==> src/rtl/datapath_unit_if.sv <==
// Control-word and result bundle between the control unit
// and the execution datapath.
interface datapath_unit_if #(
  parameter int DATA_W  = 16,
  parameter int DMEM_AW = 8,
  parameter int RF_AW   = 4
);
  logic [DMEM_AW-1:0] D_addr;
  logic               D_wr;
  logic               RF_s;
  logic               RF_W_en;
  logic [RF_AW-1:0]   RF_W_addr;
  logic [RF_AW-1:0]   RF_Ra_addr;
  logic [RF_AW-1:0]   RF_Rb_addr;
  logic [2:0]         ALU_s0;
  logic [DATA_W-1:0]  Ra_data;
  logic [DATA_W-1:0]  Rb_data;
  logic [DATA_W-1:0]  ALU_Out;
  logic [DATA_W-1:0]  Mem_q;
  logic [DATA_W-1:0]  W_data;
  logic               Zero;

  modport master (
    output D_addr, D_wr, RF_s, RF_W_en,
    output RF_W_addr, RF_Ra_addr, RF_Rb_addr,
    output ALU_s0,
    input  Ra_data, Rb_data, ALU_Out,
    input  Mem_q, W_data, Zero
  );

  modport slave (
    input  D_addr, D_wr, RF_s, RF_W_en,
    input  RF_W_addr, RF_Ra_addr, RF_Rb_addr,
    input  ALU_s0,
    output Ra_data, Rb_data, ALU_Out,
    output Mem_q, W_data, Zero
  );
endinterface

==> src/rtl/datapath_unit.sv <==
// Execution datapath: register file, synchronous-read data
// memory, 8-function ALU and write-back mux.
module datapath_unit #(
  parameter int DATA_W  = 16,
  parameter int DMEM_AW = 8,
  parameter int RF_AW   = 4
) (
  input  logic clk,
  input  logic reset,
  datapath_unit_if.slave dp
);
  localparam int RF_N = 2**RF_AW;
  localparam int DM_N = 2**DMEM_AW;

  logic [DATA_W-1:0] rf  [RF_N];
  logic [DATA_W-1:0] mem [DM_N];
  logic [DATA_W-1:0] mem_q;
  logic              zero_q;
  logic [DATA_W-1:0] a;
  logic [DATA_W-1:0] b;
  logic [DATA_W-1:0] alu;
  logic [DATA_W-1:0] w_data;

  assign a = rf[dp.RF_Ra_addr];
  assign b = rf[dp.RF_Rb_addr];

  always_comb begin
    alu = '0;
    unique case (dp.ALU_s0)
      3'd0: alu = '0;
      3'd1: alu = a + b;
      3'd2: alu = a - b;
      3'd3: alu = a;
      3'd4: alu = a ^ b;
      3'd5: alu = a | b;
      3'd6: alu = a & b;
      3'd7: alu = a + 1'b1;
      default: alu = '0;
    endcase
  end

  assign w_data = dp.RF_s ? mem_q : alu;

  always_ff @(posedge clk) begin
    if (!reset) begin
      for (int i = 0; i < RF_N; i++)
        rf[i] <= '0;
      zero_q <= 1'b0;
    end else if (dp.RF_W_en) begin
      rf[dp.RF_W_addr] <= w_data;
      if (!dp.RF_s)
        zero_q <= (alu == '0);
    end
  end

  // Memory array has no reset so it can map onto block RAM.
  always_ff @(posedge clk) begin
    if (reset && dp.D_wr)
      mem[dp.D_addr] <= a;
  end

  always_ff @(posedge clk) begin
    if (!reset)
      mem_q <= '0;
    else
      mem_q <= mem[dp.D_addr];
  end

  assign dp.Ra_data = a;
  assign dp.Rb_data = b;
  assign dp.ALU_Out = alu;
  assign dp.Mem_q   = mem_q;
  assign dp.W_data  = w_data;
  assign dp.Zero    = zero_q;
endmodule

==> src/flat_wrapper.sv <==
// flat-port wrapper written by rule: the top's interface ports become plain ports
module datapath_unit_flat 
#(
  parameter int DATA_W  = 16,
  parameter int DMEM_AW = 8,
  parameter int RF_AW   = 4
)
  (clk, reset, dp_D_addr, dp_D_wr, dp_RF_s, dp_RF_W_en, dp_RF_W_addr, dp_RF_Ra_addr, dp_RF_Rb_addr, dp_ALU_s0, dp_Ra_data, dp_Rb_data, dp_ALU_Out, dp_Mem_q, dp_W_data, dp_Zero);
  datapath_unit_if #(.DATA_W(DATA_W), .DMEM_AW(DMEM_AW), .RF_AW(RF_AW)) dp_i ();
  input  logic clk;
  input  logic reset;
  input wire logic [$bits(dp_i.D_addr)-1:0] dp_D_addr;
  input wire logic [$bits(dp_i.D_wr)-1:0] dp_D_wr;
  input wire logic [$bits(dp_i.RF_s)-1:0] dp_RF_s;
  input wire logic [$bits(dp_i.RF_W_en)-1:0] dp_RF_W_en;
  input wire logic [$bits(dp_i.RF_W_addr)-1:0] dp_RF_W_addr;
  input wire logic [$bits(dp_i.RF_Ra_addr)-1:0] dp_RF_Ra_addr;
  input wire logic [$bits(dp_i.RF_Rb_addr)-1:0] dp_RF_Rb_addr;
  input wire logic [$bits(dp_i.ALU_s0)-1:0] dp_ALU_s0;
  output wire logic [$bits(dp_i.Ra_data)-1:0] dp_Ra_data;
  output wire logic [$bits(dp_i.Rb_data)-1:0] dp_Rb_data;
  output wire logic [$bits(dp_i.ALU_Out)-1:0] dp_ALU_Out;
  output wire logic [$bits(dp_i.Mem_q)-1:0] dp_Mem_q;
  output wire logic [$bits(dp_i.W_data)-1:0] dp_W_data;
  output wire logic [$bits(dp_i.Zero)-1:0] dp_Zero;
  assign dp_i.D_addr = dp_D_addr;
  assign dp_i.D_wr = dp_D_wr;
  assign dp_i.RF_s = dp_RF_s;
  assign dp_i.RF_W_en = dp_RF_W_en;
  assign dp_i.RF_W_addr = dp_RF_W_addr;
  assign dp_i.RF_Ra_addr = dp_RF_Ra_addr;
  assign dp_i.RF_Rb_addr = dp_RF_Rb_addr;
  assign dp_i.ALU_s0 = dp_ALU_s0;
  assign dp_Ra_data = dp_i.Ra_data;
  assign dp_Rb_data = dp_i.Rb_data;
  assign dp_ALU_Out = dp_i.ALU_Out;
  assign dp_Mem_q = dp_i.Mem_q;
  assign dp_W_data = dp_i.W_data;
  assign dp_Zero = dp_i.Zero;
  datapath_unit #(.DATA_W(DATA_W), .DMEM_AW(DMEM_AW), .RF_AW(RF_AW)) u_core (.clk(clk), .reset(reset), .dp(dp_i));
endmodule
==> config.mk <==
export PLATFORM = sky130hd
export DESIGN_NAME = datapath_unit_flat
export DESIGN_NICKNAME = d
export VERILOG_FILES = /design/src/rtl/datapath_unit_if.sv /design/src/rtl/datapath_unit.sv /design/src/flat_wrapper.sv
export SDC_FILE = /design/constraint.sdc
export NUM_CORES = 2
export LEC_CHECK = 0
export ABC_CLOCK_PERIOD_IN_PS = 8100
export BUFFER_PORTS_ARGS = -buffer_cell sky130_fd_sc_hd__buf_2
export CELL_PAD_IN_SITES_DETAIL_PLACEMENT = 0
export CELL_PAD_IN_SITES_GLOBAL_PLACEMENT = 2
export CORE_ASPECT_RATIO = 1.5
export CORE_MARGIN = 2
export CORE_UTILIZATION = 47
export CTS_CLUSTER_DIAMETER = 30
export DETAILED_ROUTE_END_ITERATION = 12
export PLACE_DENSITY = 0.79
export SLEW_MARGIN = 20
export SYNTH_ARGS = -nofsm -noshare
export SYNTH_HDL_FRONTEND = slang
export SYNTH_MEMORY_MAX_BITS = 65536
export SYNTH_SLANG_ARGS = --single-unit
==> constraint.sdc <==
create_clock -name clk -period 8.1 [get_ports clk]
set_clock_uncertainty 0.15 [all_clocks]
set_input_delay 0.405 -clock clk [delete_from_list [all_inputs] [get_ports clk]]
set_output_delay 0.405 -clock clk [all_outputs]
set_load 0.1 [all_outputs]
==> flow_metrics.tcl <==
set metrics [dict create \
    synthCells 7522 \
    cap_violations 0 \
    min_period_over_period 0.926 \
    yosysTopAreaCell "edfxtp_1" \
    power.total_mw 53.7 \
    max-slew-margin-rel 0.196 \
    crit_arrival_ns 6.94 \
    die_h_microns 746 \
    drive_gt1_frac 0.363 \
    synth_edf_count 4352 \
    wl_met1_mm 163 \
    tightest_slew_ns 1.21 \
    rsz0062_at_grt "no" \
    vias_per_cell 6.30 \
    final_net_count 8226 \
    ios 109 \
    hold_viol 0 \
    h-tree-depth 6 \
    drtIter0Drc 10205 \
    synth_top_area_frac 0.757 \
    dpl_cell_area_sq_um 181000 \
    grt_pass1_vias 87053 \
    outcome "completed" \
    stdcell_count 13415 \
    holdPathEnd "u_core.rf[0][3]" \
    placed_cells 12393 \
    grt_pass1_wl_mm 660 \
    clk_latency_ns 0.96 \
    port_buffers 108 \
    dr_wl_met2_mm 243 \
    fp-row-count 272 \
    tritoncts "done" \
    cts_resized 0 \
    syn_to_final_growth_pct 15.7 \
    worstPathRequired_ns 7.55 \
    clkSinkCount 4369 \
    max_freq_ghz 0.133 \
    n_fill_cell 26928 \
    gp_congestion 0.900 \
    multiInputGateArea_sq_um 40100 \
    synthArstFlopShare 0 \
    grt-ovfl-total 0 \
    min_period_ns 7.50 \
    worstSetupStartpointType "flop" \
    die_w_microns 499 \
    path_class "flop to primary output" \
    start_util 0.472 \
    die_area_sq_um 372000 \
    reg2reg_depth 20 \
    synthFlopType "edfxtp_1" \
    synth_area_leaders "edfxtp_1 76%, mux4_2 19%, nor2_1 1.2%" \
    syn_area_sq_um 173000 \
    postCtsSetupBuffers 0 \
    place_ws_ns 0.939 \
    route.detailed.drc 0 \
    drt-wirelength-per-cell_microns 35.0 \
    critPathCaptureType "primary output" \
    final.setup.tns_ns 0 \
    dr.pass1.iters 6 \
    ys_types 69 \
    cts-buffers-inserted 536 \
    power_density_nw_per_um2 269 \
    coreArea_sq_um 366000 \
    setup_viol 0 \
    dp_hpwl_mm 283 \
    grt_max_degree 178 \
    max-clock-path-buffers 4 \
    worst_ir_drop_vdd_v 0.000182 \
    routed-wl-met3_mm 35.8 \
    antenna_found_initial 29 \
    wl_mm 470 \
    final_core_util 0.546 \
    root_buffer "clkbuf_16" \
    seq_area_sq_um 131000 \
    synth_nets 7601 \
    layout_common_cells "4352 x edfxtp_1, 1447 x mux4_2, 552 x clkbuf_16" \
    seq_area_frac_synth 0.759 \
    rr_startpoint "u_core.rf[7][8]" \
    cts_hold_buf 10 \
    holdWs_ns 0.144 \
    r2r_end "u_core.rf[10][15]" \
    yosysWarnings 0 \
    track_usage 0.251 \
    synth_seq_cells 4369 \
    reg2reg_setup_slack_ns 1.68 \
    cp-startpoint "u_core.rf[7][8]" \
    min_path_cells 5 \
    report.final.slew_viol_count 0 \
    clkTransAtPathRegs_ns 0.06 \
    critPathMaxFanout 4 \
    routed.top_layer "met5" \
    leakage_nw 63.4 \
    final_common_cell "edfxtp_1" \
    stdcell_area_sq_um 200000 \
    synth.avg_cell_area_sq_um 22.9 \
    fin_ws_ns 0.600 \
    hp-start "dp_RF_W_addr[0]" \
    dr_total_vias 84561 \
    ant_nets 0 \
    min_path_type "input port to flop" \
]
## state kept, by name, summed over array words and instances (netlist names)
signal and count:
u_core.dp.Mem_q 16, u_core.dp.Zero 1, u_core.mem 4096, u_core.rf 256
## Yosys cell counts (12+ instances only)
master,instances
o21ai_0,23
mux2i_1,56
and2_1,13
buf_2,131
a22oi_1,31
a21oi_1,29
mux4_2,1454
nand4_1,12
dfxtp_1,17
nor3_1,28
nor2_1,539
edfxtp_1,4352
o22ai_1,23
mux2_2,15
nand2b_1,13
clkbuf_1,264
nor2b_1,21
xnor2_1,18
buf_1,39
ha_1,50
nand3_1,56
a31oi_1,14
nand2_1,120
inv_1,58
## metal layers
metal	track usage	vias up
met1	0.305	45838
met5	0	-
met3	0.0410	936
met2	0.431	4371
li1	-	33412
met4	0.132	4
## power by group
group | total, mW | internal (mW) | switching, mW
Clock | 23.9 | 14.2 | 9.71
Combinational | 4.25 | 1.18 | 3.06
Sequential | 25.5 | 25.5 | 0.0653
## how the worst max path moves through the flow
stage,slack [ns],end
after detailed placement,0.94,dp_W_data[15]
after CTS,0.69,dp_W_data[15]
after floorplan,-0.57,dp_W_data[4]
final,0.60,dp_W_data[15]
after global placement,0.88,dp_W_data[15]
after global routing,0.35,dp_W_data[15]
## cells by family after synthesis
group                    Yosys count  share of synthesized area
XOR/XNOR                          26                    0.00132
flip-flops                      4369                      0.759
adder cells (fa/ha/maj)           51                    0.00374
buffers and inverters            514                     0.0128
multiplexers                    1526                      0.194
AND/OR/NAND/NOR                  835                     0.0203
AO/OA/AOI/OAI                    201                    0.00838
## critical path: stages, from the launching register on
cell and delay (ns):
edfxtp_1 0.39, mux4_2 0.50, a22o_1 0.27, a221oi_2 0.68
buf_4 0.28, inv_1 0.08, nor3_2 0.30, a41oi_1 0.26
o21ai_0 0.29, xnor2_1 0.15, nor2_1 0.06, ha_1 0.36
a21oi_1 0.24, nand3_1 0.10, nor3_1 0.33, o31ai_1 0.23
xnor2_1 0.27, xnor2_1 0.14, o2111a_1 0.46, nor2_4 0.15
buf_2 0.43
## layout make-up
cell class / count / area share
flip-flops and latches: 4369 / 0.656
repair buffers: 541 / 0.0213
well taps: 4795 / 0.0300
multi-input cells: 2639 / 0.201
diodes: 37 / 0.000464
clock inverters: 370 / 0.0196
clock buffers: 604 / 0.0703
inverters: 60 / 0.00142
Power figures use the tool's default switching activity.
